`src/rtl/nor_bank.sv`:
```
// Bank of independent NOR gates with per-channel inertial delay and ring suppression.
// Candidates are computed on the falling edge and committed on the rising edge.
module nor_bank #(
  parameter int unsigned               CHANNELS = 4,
  parameter int unsigned               FANIN    = 3,
  parameter logic [CHANNELS-1:0]       IV       = {CHANNELS{1'b0}},
  parameter int unsigned               DELAY    = 1,
  parameter logic [CHANNELS*FANIN-1:0] IN_MASK  = {(CHANNELS*FANIN){1'b1}}
) (
  input  logic                      SIM_CLK,
  input  logic                      SIM_RST,
  input  logic [CHANNELS*FANIN-1:0] a,
  output logic [CHANNELS-1:0]       y,
  output logic [CHANNELS-1:0]       busy,
  output logic [CHANNELS-1:0]       osc
);

  localparam int unsigned CNT_W = 4;
  localparam logic [CNT_W-1:0] CNT_LAST = CNT_W'(DELAY - 1);

  if ((DELAY < 1) || (DELAY > 15)) begin : g_bad_delay
    $error("nor_bank: DELAY must be in 1..15");
  end

  for (genvar c = 0; c < CHANNELS; c++) begin : g_ch
    logic             res;
    logic             sup;
    logic             cand  = IV[c];
    logic             prev  = IV[c];
    logic             y_q   = IV[c];
    logic [CNT_W-1:0] cnt   = '0;
    // osc is the XOR of a falling-edge toggle and a rising-edge snapshot, so the
    // falling edge can set it while the rising-edge reset clears it without a shared driver.
    logic             osc_n = 1'b0;
    logic             osc_p = 1'b0;

    assign res = ~|(a[c*FANIN +: FANIN] & IN_MASK[c*FANIN +: FANIN]);

    // Output just fell back to IV and the gate wants to leave it again: a ring.
    assign sup = (res == prev) && (y_q == IV[c]) && (res != IV[c]);

    // Falling edge: candidate and sticky suppression flag.
    always_ff @(negedge SIM_CLK) begin
      if (SIM_RST) begin
        cand <= IV[c];
      end else begin
        cand <= sup ? IV[c] : res;
        if (sup && (osc_n == osc_p)) begin
          osc_n <= ~osc_n;
        end
      end
    end

    // Rising edge: inertial filter and commit.
    always_ff @(posedge SIM_CLK) begin
      if (SIM_RST) begin
        y_q   <= IV[c];
        prev  <= IV[c];
        cnt   <= '0;
        osc_p <= osc_n;
      end else begin
        prev <= y_q;
        if (cand == y_q) begin
          cnt <= '0;
        end else if (cnt == CNT_LAST) begin
          y_q <= cand;
          cnt <= '0;
        end else begin
          cnt <= cnt + CNT_W'(1);
        end
      end
    end

    assign y[c]    = y_q;
    assign busy[c] = (cnt != '0);
    assign osc[c]  = osc_n ^ osc_p;
  end

endmodule

```
`config.mk`:
```
export PLATFORM = sky130hd
export DESIGN_NAME = nor_bank
export DESIGN_NICKNAME = d
export VERILOG_FILES = /design/src/rtl/nor_bank.sv
export SDC_FILE = /design/constraint.sdc
export NUM_CORES = 1
export LEC_CHECK = 0
export ABC_AREA = 1
export CAP_MARGIN = 20
export CORE_MARGIN = 2
export CORE_UTILIZATION = 29
export CTS_CLUSTER_SIZE = 20
export DETAILED_ROUTE_END_ITERATION = 6
export GPL_TIMING_DRIVEN = 1
export HOLD_SLACK_MARGIN = 0.1
export SYNTH_ARGS = -nofsm -noshare
export SYNTH_HDL_FRONTEND = slang
export SYNTH_SLANG_ARGS = --single-unit
```
`constraint.sdc`:
```
create_clock -name SIM_CLK -period 1.3 [get_ports SIM_CLK]
set_input_delay 0.325 -clock SIM_CLK [delete_from_list [all_inputs] [get_ports SIM_CLK]]
set_output_delay 0.325 -clock SIM_CLK [all_outputs]
set_load 0.05 [all_outputs]
```
# Word level (Yosys, flattened, before mapping)
# Index checks and enable logic that the tools add are counted.
# word_totals
register_bits,36
output_inout_bits,12
# classes
addsub,4
eq_ne,12
n_bitwise,17
reduce_logical,44
# ops
operator,count
$reduce_or A3 Y1,8
$add A4 B1 Y4 const B,4
$logic_not A4 Y1,4
$reduce_and A2 Y1,8
$reduce_bool A4 Y1,4
$not A1 Y1,13
$eq A1 B1 Y1,12
$logic_and A1 B1 Y1,12
$reduce_or A2 Y1,4
$logic_not A1 Y1,4
$xor A1 B1 Y1,4

# Longest topological paths before layout
# Gate-level depths: netlist (run 1).
# depth
depth_word,7
ltp_mapped,5

==> reports/qor.csv, run 1 <==
stage;metric;value;unit
detailed_routing;wire per inst;10.5;um
setup_path;Largest delay share family, worst path;flip-flops;
layout;sequential standard cell area;830;um^2
pwr;Final Total Pwr;2.19;mW
clock_tree;maximum level of the CTS H-tree;2;
global_route;number of antenna violations at the first check in global routing;0;
synth;number of synthesized register bits;36;
synth;yosys warns;0;
die;standard-cell row count;27;
layout;final non-filler cell area;2990;um^2
layout;Area Overhead vs Synth;80.3;%
placed_design;hpwl dp;2370;um
clock_tree;buffer levels on the longest clock path;2;
timing;Worst Hold Margin;417;ps
setup_path;required time at the endpoint of the critical path;980;ps
timing;Slew Limit Fails;0;
layout;final net count;304;
clock_tree;total clock buffers created by CTS;5;
synth;Syn Area/Cell;8.56;um^2
clock_tree;TritonCTS sink count;36;
timing;count of final hold-check violations;0;
setup_path;crit path DAT;1850;ps
synth;Adder-Cell Fraction of Synth Area;6.03;%
detailed_routing;wire length reported by the detailed router;3730;um
global_route;first-pass GRT wire length;6140;um
clock_tree;clock tree from TritonCTS;built;
pwr;power per cell area;733;nW/um^2
die;total I/O pin count;26;
clock_tree;source-to-sink clock delay at the later pin of the worst-skew pair;350;ps
pwr;Worst IR Drop VDD;0.418;mV
die;y dimension of the die;79.7;um
die;area of the die;6350;um^2
layout;combined area of the multi-input logic cells;1040;um^2
global_route;vias in the first global route;1450;
die;overall die width;79.7;um
setup_path;Worst setup SP type;register;
clock_tree;post-CTS clock slew at the launch and capture registers of the worst setup and hold paths;70;ps
placed_design;final weighted congestion of routability-driven global placement;0.726;
synth;cell area after synthesis;1660;um^2
setup_path;type of the setup path with the least slack;register to primary output;
status;run status;finished, violations left;
run;max-capacitance violation count;0;
detailed_routing;post-route antenna net violation count;0;
clock_tree;# hold bufs at CTS;0;
setup_path;capturing element type of the critical path;primary output;
timing;RSZ-0062 raised after global routing;true;
layout;ratio of cells with drive above 1 in the final layout;63.3;%
setup_path;Register-to-Register Setup Slack;-570;ps
global_route;global routing usage summed across all routing layers;12.6;%
hold_path;classification of the worst-slack hold path;primary input to register;
synth;complex-gate fraction of the synthesized area;1.21;%
timing;worst clock skew;64.4;ps
setup_path;critical path cell sequence;xnor2_2, inv_4, buf_12;
global_route;largest net degree at the start of global routing;15;
placed_design;placed cell area;2360;um^2
detailed_routing;DRC errors left;0;
global_route;sum of overflow across all layers after global routing;0;
clock_tree;clock tree root buffer cell;clkbuf_8;
layout;fill count;466;
setup_path;critical-path cell with the highest stage delay;edfxtp_1;
timing;worst-case setup margin in the final layout;-880;ps
synth;share of the synthesized netlist area taken by xor and xnor gates;3.69;%
detailed_routing;count of TritonRoute iterations in the first routing pass;3;
synth;Syn Inst Count;194;
synth;post-synth net total;216;
timing;count of endpoints failing setup in the final report;39;
die;Core Region;5510;um^2
synth;Post-Synth Simple-Gate Area;30.7;%
timing;slew margin rel.;78.9;%
die;starting density of the core;30.2;%
detailed_routing;via count;1483;
timing;pin slew with the least headroom to its limit;314;ps
status;violations in the final reports;negative setup slack;
pwr;P_leak;1.25;nW
detailed_routing;via-per-instance ratio;4.18;
placed_design;minimum setup slack after placement;-864;ps
detailed_routing;First DRT Iteration DRCs;41;
layout;diode insertion count for antenna repair;0;
synth;mux cell area share after synthesis;0;%
setup_path;peak per-stage delay on the critical path;410;ps
timing;Setup Total Neg Slack;-9200;ps
synth;largest family of logic cells by synthesized area;simple AND/OR/NAND/NOR gates;
synth;part of the Yosys area used for sequential elements;48.2;%
setup_path;worst-path maximum fanout;2;
setup_path;buffering stage count on the worst path with inverters included;2;
synth;library cells used by synthesis;21;
placed_design;total of buffers placed on input and output ports;25;
## area by class of cell
class,instances,area share [%]
tap,72,3.01
timing repair buffer,79,26.6
inverter,33,4.39
sequential,36,27.7
multi-input combinational,119,34.6
clock inverter,9,1.13
clock buffer,7,2.55
## cells in the mapped netlist (all sizes together)
library cell  count  area [um^2]
xor2              2         17.5
clkinv            1         3.75
nand3b            4         30.0
xnor2             5         43.8
inv              33          124
nor2             47          226
buf               5         41.3
nand3             9         72.6
nor3              4         20.0
edfxtp            8          240
a21oi             4         20.0
ha                8          100
nand4             6         37.5
dfxtp            28          561
nand2            30          123
## registers in the layout (all words and copies together), names as in the netlist
signal      cells
g_ch.osc_p      4
g_ch.osc_n      4
g_ch.cnt       16
g_ch.cand       4
g_ch.y_q        4
g_ch.prev       4
## stage by stage
step	util [%]	cells
floorplan	-	194
global placement	42.9	309
detailed placement	42.9	309
CTS	51.1	347
global route	54.4	355
finish	54.4	355
## cells by family after synthesis
logic type	after synthesis
flops	36
xor+xnor	7
simple gates	100
compound gates	4
buf+inv	39
fa+ha+maj	8
## final timing paths
check | startpoint | depth (start not counted) | endpoint
max reg2reg | g_ch[1].osc_p | 4 | g_ch[1].osc_n
min | SIM_RST | 4 | g_ch[1].y_q
max | g_ch[1].osc_n | 3 | osc[1]
min reg2reg | g_ch[2].cnt[0] | 2 | g_ch[2].cnt[0]
## layer usage
layer	global-route usage [%]	up-vias	share of wire, %
li1	-	770	-
met1	14.6	691	41
met2	21.6	17	54
met3	3.51	5	2.7
met4	5.69	0	1.7
met5	0	-	0
## cells in the final DEF (no fill, tap or decap)
cell,count
edfxtp_1,8
nand3_2,1
nand2_1,17
nand3_4,4
ha_4,4
clkinv_1,1
xnor2_1,4
inv_4,1
a21oi_1,4
clkinv_4,1
ha_1,4
buf_2,5
inv_1,25
nand4_1,6
nor3_2,1
nand3b_1,4
nor3_4,3
xor2_4,2
buf_4,40
xnor2_2,1
dfxtp_4,1
buf_12,12
dlygate4sd2_1,3
nand3_1,4
clkbuf_8,5
dfxtp_2,20
nand2_2,6
dfxtp_1,7
nor2_1,12
clkbuf_1,2
clkdlybuf4s15_1,3
nor2_2,17
clkbuf_2,1
nand2_4,7
inv_2,14
buf_6,15
nor2_4,18
## where the power goes
group          switching, mW  internal [mW]  total (mW)
logic                 0.0930         0.0947       0.188
registers            0.00988           1.15        1.16
clock network          0.440          0.406       0.846
total                  0.543           1.65        2.19
## timing repair
action | in CTS | in global routing
setup buffers | 24 | 10
pin swaps | 31 | 15
endpoints found under the setup margin | 40 | 41
gates resized for setup | 98 | 39
## worst register-to-register path: cells and delay by family (launching register included)
kind,cells,cell delay (ps)
DFF,1,410
xor gates and xnor gates,1,280
buffers and inverters,1,160
and+or+nand+nor,2,130
No activity file was read; power rests on OpenSTA's default activity.
==> run 2: changes to the inputs <==
--- a/config.mk
+++ b/config.mk
@@ -7,11 +7,12 @@
 export LEC_CHECK = 0
 export ABC_AREA = 1
 export CAP_MARGIN = 20
+export CORE_ASPECT_RATIO = 1.2
 export CORE_MARGIN = 2
 export CORE_UTILIZATION = 29
 export CTS_CLUSTER_SIZE = 20
 export DETAILED_ROUTE_END_ITERATION = 6
-export GPL_TIMING_DRIVEN = 1
+export GPL_TIMING_DRIVEN = 0
 export HOLD_SLACK_MARGIN = 0.1
 export SYNTH_ARGS = -nofsm -noshare
 export SYNTH_HDL_FRONTEND = slang
==> constraint.sdc (replaced) <==
create_clock -name SIM_CLK -period 1.85 [get_ports SIM_CLK]
set_input_delay 0.4625 -clock SIM_CLK [delete_from_list [all_inputs] [get_ports SIM_CLK]]
set_output_delay 0.4625 -clock SIM_CLK [all_outputs]
set_load 0.05 [all_outputs]
==> run 2 against run 1 <==
Compared with the run above: the run still ends with negative setup slack left; clock skew decreased by 2.6 ps; clock power decreased by 12%; clock-buffer cell count decreased by 2; via count decreased by 13%; final cell count decreased by 13%; critical path depth unchanged; cell area decreased by 23%; register-to-register slack improved by 320 ps; sequential share of layout area increased by 7.1 points; first-iteration DRC count increased by 56%; wire length decreased by 25%; hold slack improved by 30 ps; largest power group unchanged.
==> reports/qor.csv, run 2 (synthesized netlist as in run 1, its figures left out) <==
stage;metric;value;unit;change
status;run status;finished, violations left;;
status;violations in the final reports;negative setup slack;;
die;standard-cell row count;30;;+11%
setup_path;Worst setup SP type;register;;
timing;Setup Total Neg Slack;-3400;ps;+5800 ps
die;y dimension of the die;86.9;um;+9.1%
pwr;cell-internal power;1.27;mW;-23%
setup_path;Critical R2R Launch;g_ch[1].osc_p;;
clock_tree;post-CTS clock slew at the launch and capture registers of the worst setup and hold paths;80;ps;about the same
setup_path;depth of the worst register-to-register path;4;;unchanged
run;max-capacitance violation count;0;;unchanged
timing;slew margin rel.;67.8;%;-11 points
global_route;number of antenna violations at the first check in global routing;0;;unchanged
setup_path;worst-path maximum fanout;2;;unchanged
die;overall die width;73.1;um;-8.3%
clock_tree;source-to-sink clock delay at the later pin of the worst-skew pair;340;ps;about the same
timing;worst clock skew;61.8;ps;-2.60 ps
detailed_routing;post-route antenna net violation count;0;;unchanged
layout;sequential standard cell area;802;um^2;-3.3%
setup_path;endpoint of the worst register-to-register path;g_ch[1].osc_n;;
detailed_routing;First DRT Iteration DRCs;64;;+56%
timing;pin slew with the least headroom to its limit;485;ps;+171 ps
placed_design;hpwl dp;2050;um;-13%
clock_tree;maximum level of the CTS H-tree;2;;unchanged
layout;final net count;266;;-13%
timing;count of final hold-check violations;0;;unchanged
layout;diode insertion count for antenna repair;0;;unchanged
layout;flip-flop count of the largest register after layout;16;;unchanged
placed_design;final weighted congestion of routability-driven global placement;0.706;;-2.6%
layout;most frequent cells in the layout;inv_1 (38), nor2_1 (27), dfxtp_1 (27);;
layout;Area Overhead vs Synth;38.8;%;
detailed_routing;wire per inst;9.03;um;-14%
global_route;global routing usage summed across all routing layers;10.4;%;-2.2 points
pwr;relative contribution of combinational cells to total power;5.5;%;-3.1 points
timing;Slew Limit Fails;0;;unchanged
detailed_routing;DRC errors left;0;;unchanged
layout;top register by number of flip-flops;g_ch.cnt;;
setup_path;required time at the endpoint of the critical path;1390;ps;+410 ps
placed_design;total of buffers placed on input and output ports;25;;unchanged
clock_tree;total clock buffers created by CTS;5;;unchanged
clock_tree;TritonCTS sink count;36;;unchanged
clock_tree;buffer levels on the longest clock path;2;;unchanged
layout;leading cell type in the layout, fill and taps excluded;inv_1;;
setup_path;capturing element type of the critical path;primary output;;
detailed_routing;wire length reported by the detailed router;2790;um;-25%
die;area of the die;6350;um^2;about the same
die;starting density of the core;29.7;%;-0.47 points
global_route;sum of overflow across all layers after global routing;0;;unchanged
placed_design;minimum setup slack after placement;-999;ps;-135 ps
layout;fill count;581;;+25%
timing;RSZ-0062 raised after global routing;true;;
pwr;part of the power in registers;49.3;%;-3.6 points
setup_path;type of the setup path with the least slack;register to primary output;;
hold_path;classification of the worst-slack hold path;register to register;;
pwr;share of total power in the clock network;45.2;%;+6.6 points
pwr;switching share of power;23.1;%;-1.6 points
setup_path;crit path DAT;2100;ps;+250 ps
timing;worst-case setup margin in the final layout;-711;ps;+169 ps
clock_tree;clock tree root buffer cell;clkbuf_8;;
setup_path;Register-to-Register Setup Slack;-250;ps;+320 ps
clock_tree;clock tree from TritonCTS;built;;
layout;combined area of the multi-input logic cells;800;um^2;-23%
pwr;power per cell area;717;nW/um^2;-2.1%
layout;ratio of cells with drive above 1 in the final layout;33.1;%;-30 points
detailed_routing;via-per-instance ratio;4.20;;+0.48%
die;total I/O pin count;26;;unchanged
die;Core Region;5590;um^2;+1.6%
pwr;P_leak;0.999;nW;-20%
timing;count of endpoints failing setup in the final report;9;;-77%
global_route;first-pass GRT wire length;5150;um;-16%
detailed_routing;count of TritonRoute iterations in the first routing pass;3;;unchanged
global_route;largest net degree at the start of global routing;13;;-2
pwr;Switching Power;0.382;mW;-30%
setup_path;timing startpoint of the critical path;g_ch[1].osc_n;;
pwr;Worst IR Drop VDD;0.319;mV;-24%
global_route;vias in the first global route;1239;;-15%
setup_path;worst setup path endpoint;osc[1];;
detailed_routing;via count;1297;;-13%
-- run 2: cell types whose count changed in the layout (fill, tap and decap cells not counted), sizes merged --
cell           before  now
dlymetal6s2s        0    1
dlygate4sd2         3    9
clkinv              2    1
clkinvlp            0    1
bufinv              0    1
buf                72   22
inv                40   41
clkbuf              8   13
clkdlybuf4s15       3    1
-- run 2: worst min path at each step --
stage | depth (start not counted) | endpoint | start
floorplan | 1 | g_ch[0].cnt[0] | g_ch[0].cnt[0]
global route | 1 | g_ch[1].cnt[0] | g_ch[1].cnt[0]
finish | 1 | g_ch[1].cnt[0] | g_ch[1].cnt[0]
CTS | 1 | g_ch[0].cnt[0] | g_ch[0].cnt[0]
detailed placement | 1 | g_ch[0].cnt[0] | g_ch[0].cnt[0]
global placement | 1 | g_ch[0].cnt[0] | g_ch[0].cnt[0]
-- run 2: per-stage QoR --
| step | cell area [um^2] | total power [mW] | hold slack (ps) | instances | util, % |
|---|---|---|---|---|---|
| 3_3_place_gp | 2080 | 0.954 | 460 | 283 | 37.2 |
| 5_1_grt | 2300 | 1.74 | 473 | 309 | 41.2 |
| 2_1_floorplan | 1750 | 0.909 | 441 | 194 | - |
| 3_5_place_dp | 2080 | 0.955 | 468 | 283 | 37.2 |
| 4_1_cts | 2260 | 1.69 | 485 | 306 | 40.4 |
| 6_report | 2300 | 1.65 | 447 | 309 | 41.2 |
-- run 2: repair_timing --
| item | 4_1_cts | 5_1_grt |
|---|---|---|
| setup buffers | 8 | 4 |
| gates resized for setup | 81 | 20 |
| pin swaps | 14 | 5 |
| endpoints found under the setup margin | 20 | 16 |
| hold buffers | 0 | 0 |
-- run 2: cell type report --
class	count	area share, %
Sequential cell	36	34.8
Multi-Input combinational cell	119	34.7
Timing Repair Buffer	36	13.1
Inverter	33	6.03
Tap cell	64	3.47
Clock inverter	11	3.09
Clock buffer	5	2.99
Buffer	5	1.79
-- run 2: power groups by stage --
stage	Sequential [mW]	Combinational [mW]	Clock (mW)
after floorplan	0.830	0.0492	0.0298
after global placement	0.831	0.0927	0.0298
after detailed placement	0.831	0.0935	0.0298
after CTS	0.815	0.0906	0.781
after global routing	0.816	0.0994	0.828
final	0.815	0.0910	0.747
-- run 2: critical path, cell delays in order (launching register included) --
cell and delay (ps):
edfxtp_1 420, xnor2_2 220, inv_4 40, buf_6 150
-- run 2: metal layers --
metal	part of all wire (%)	wire (um)	GRT usage, %	up-vias
li1	-	-	-	690
met3	4.4	123	3.13	7
met4	2.3	63	4.55	0
met2	48	1330	17.4	19
met5	0	0	0	-
met1	46	1270	12.0	581
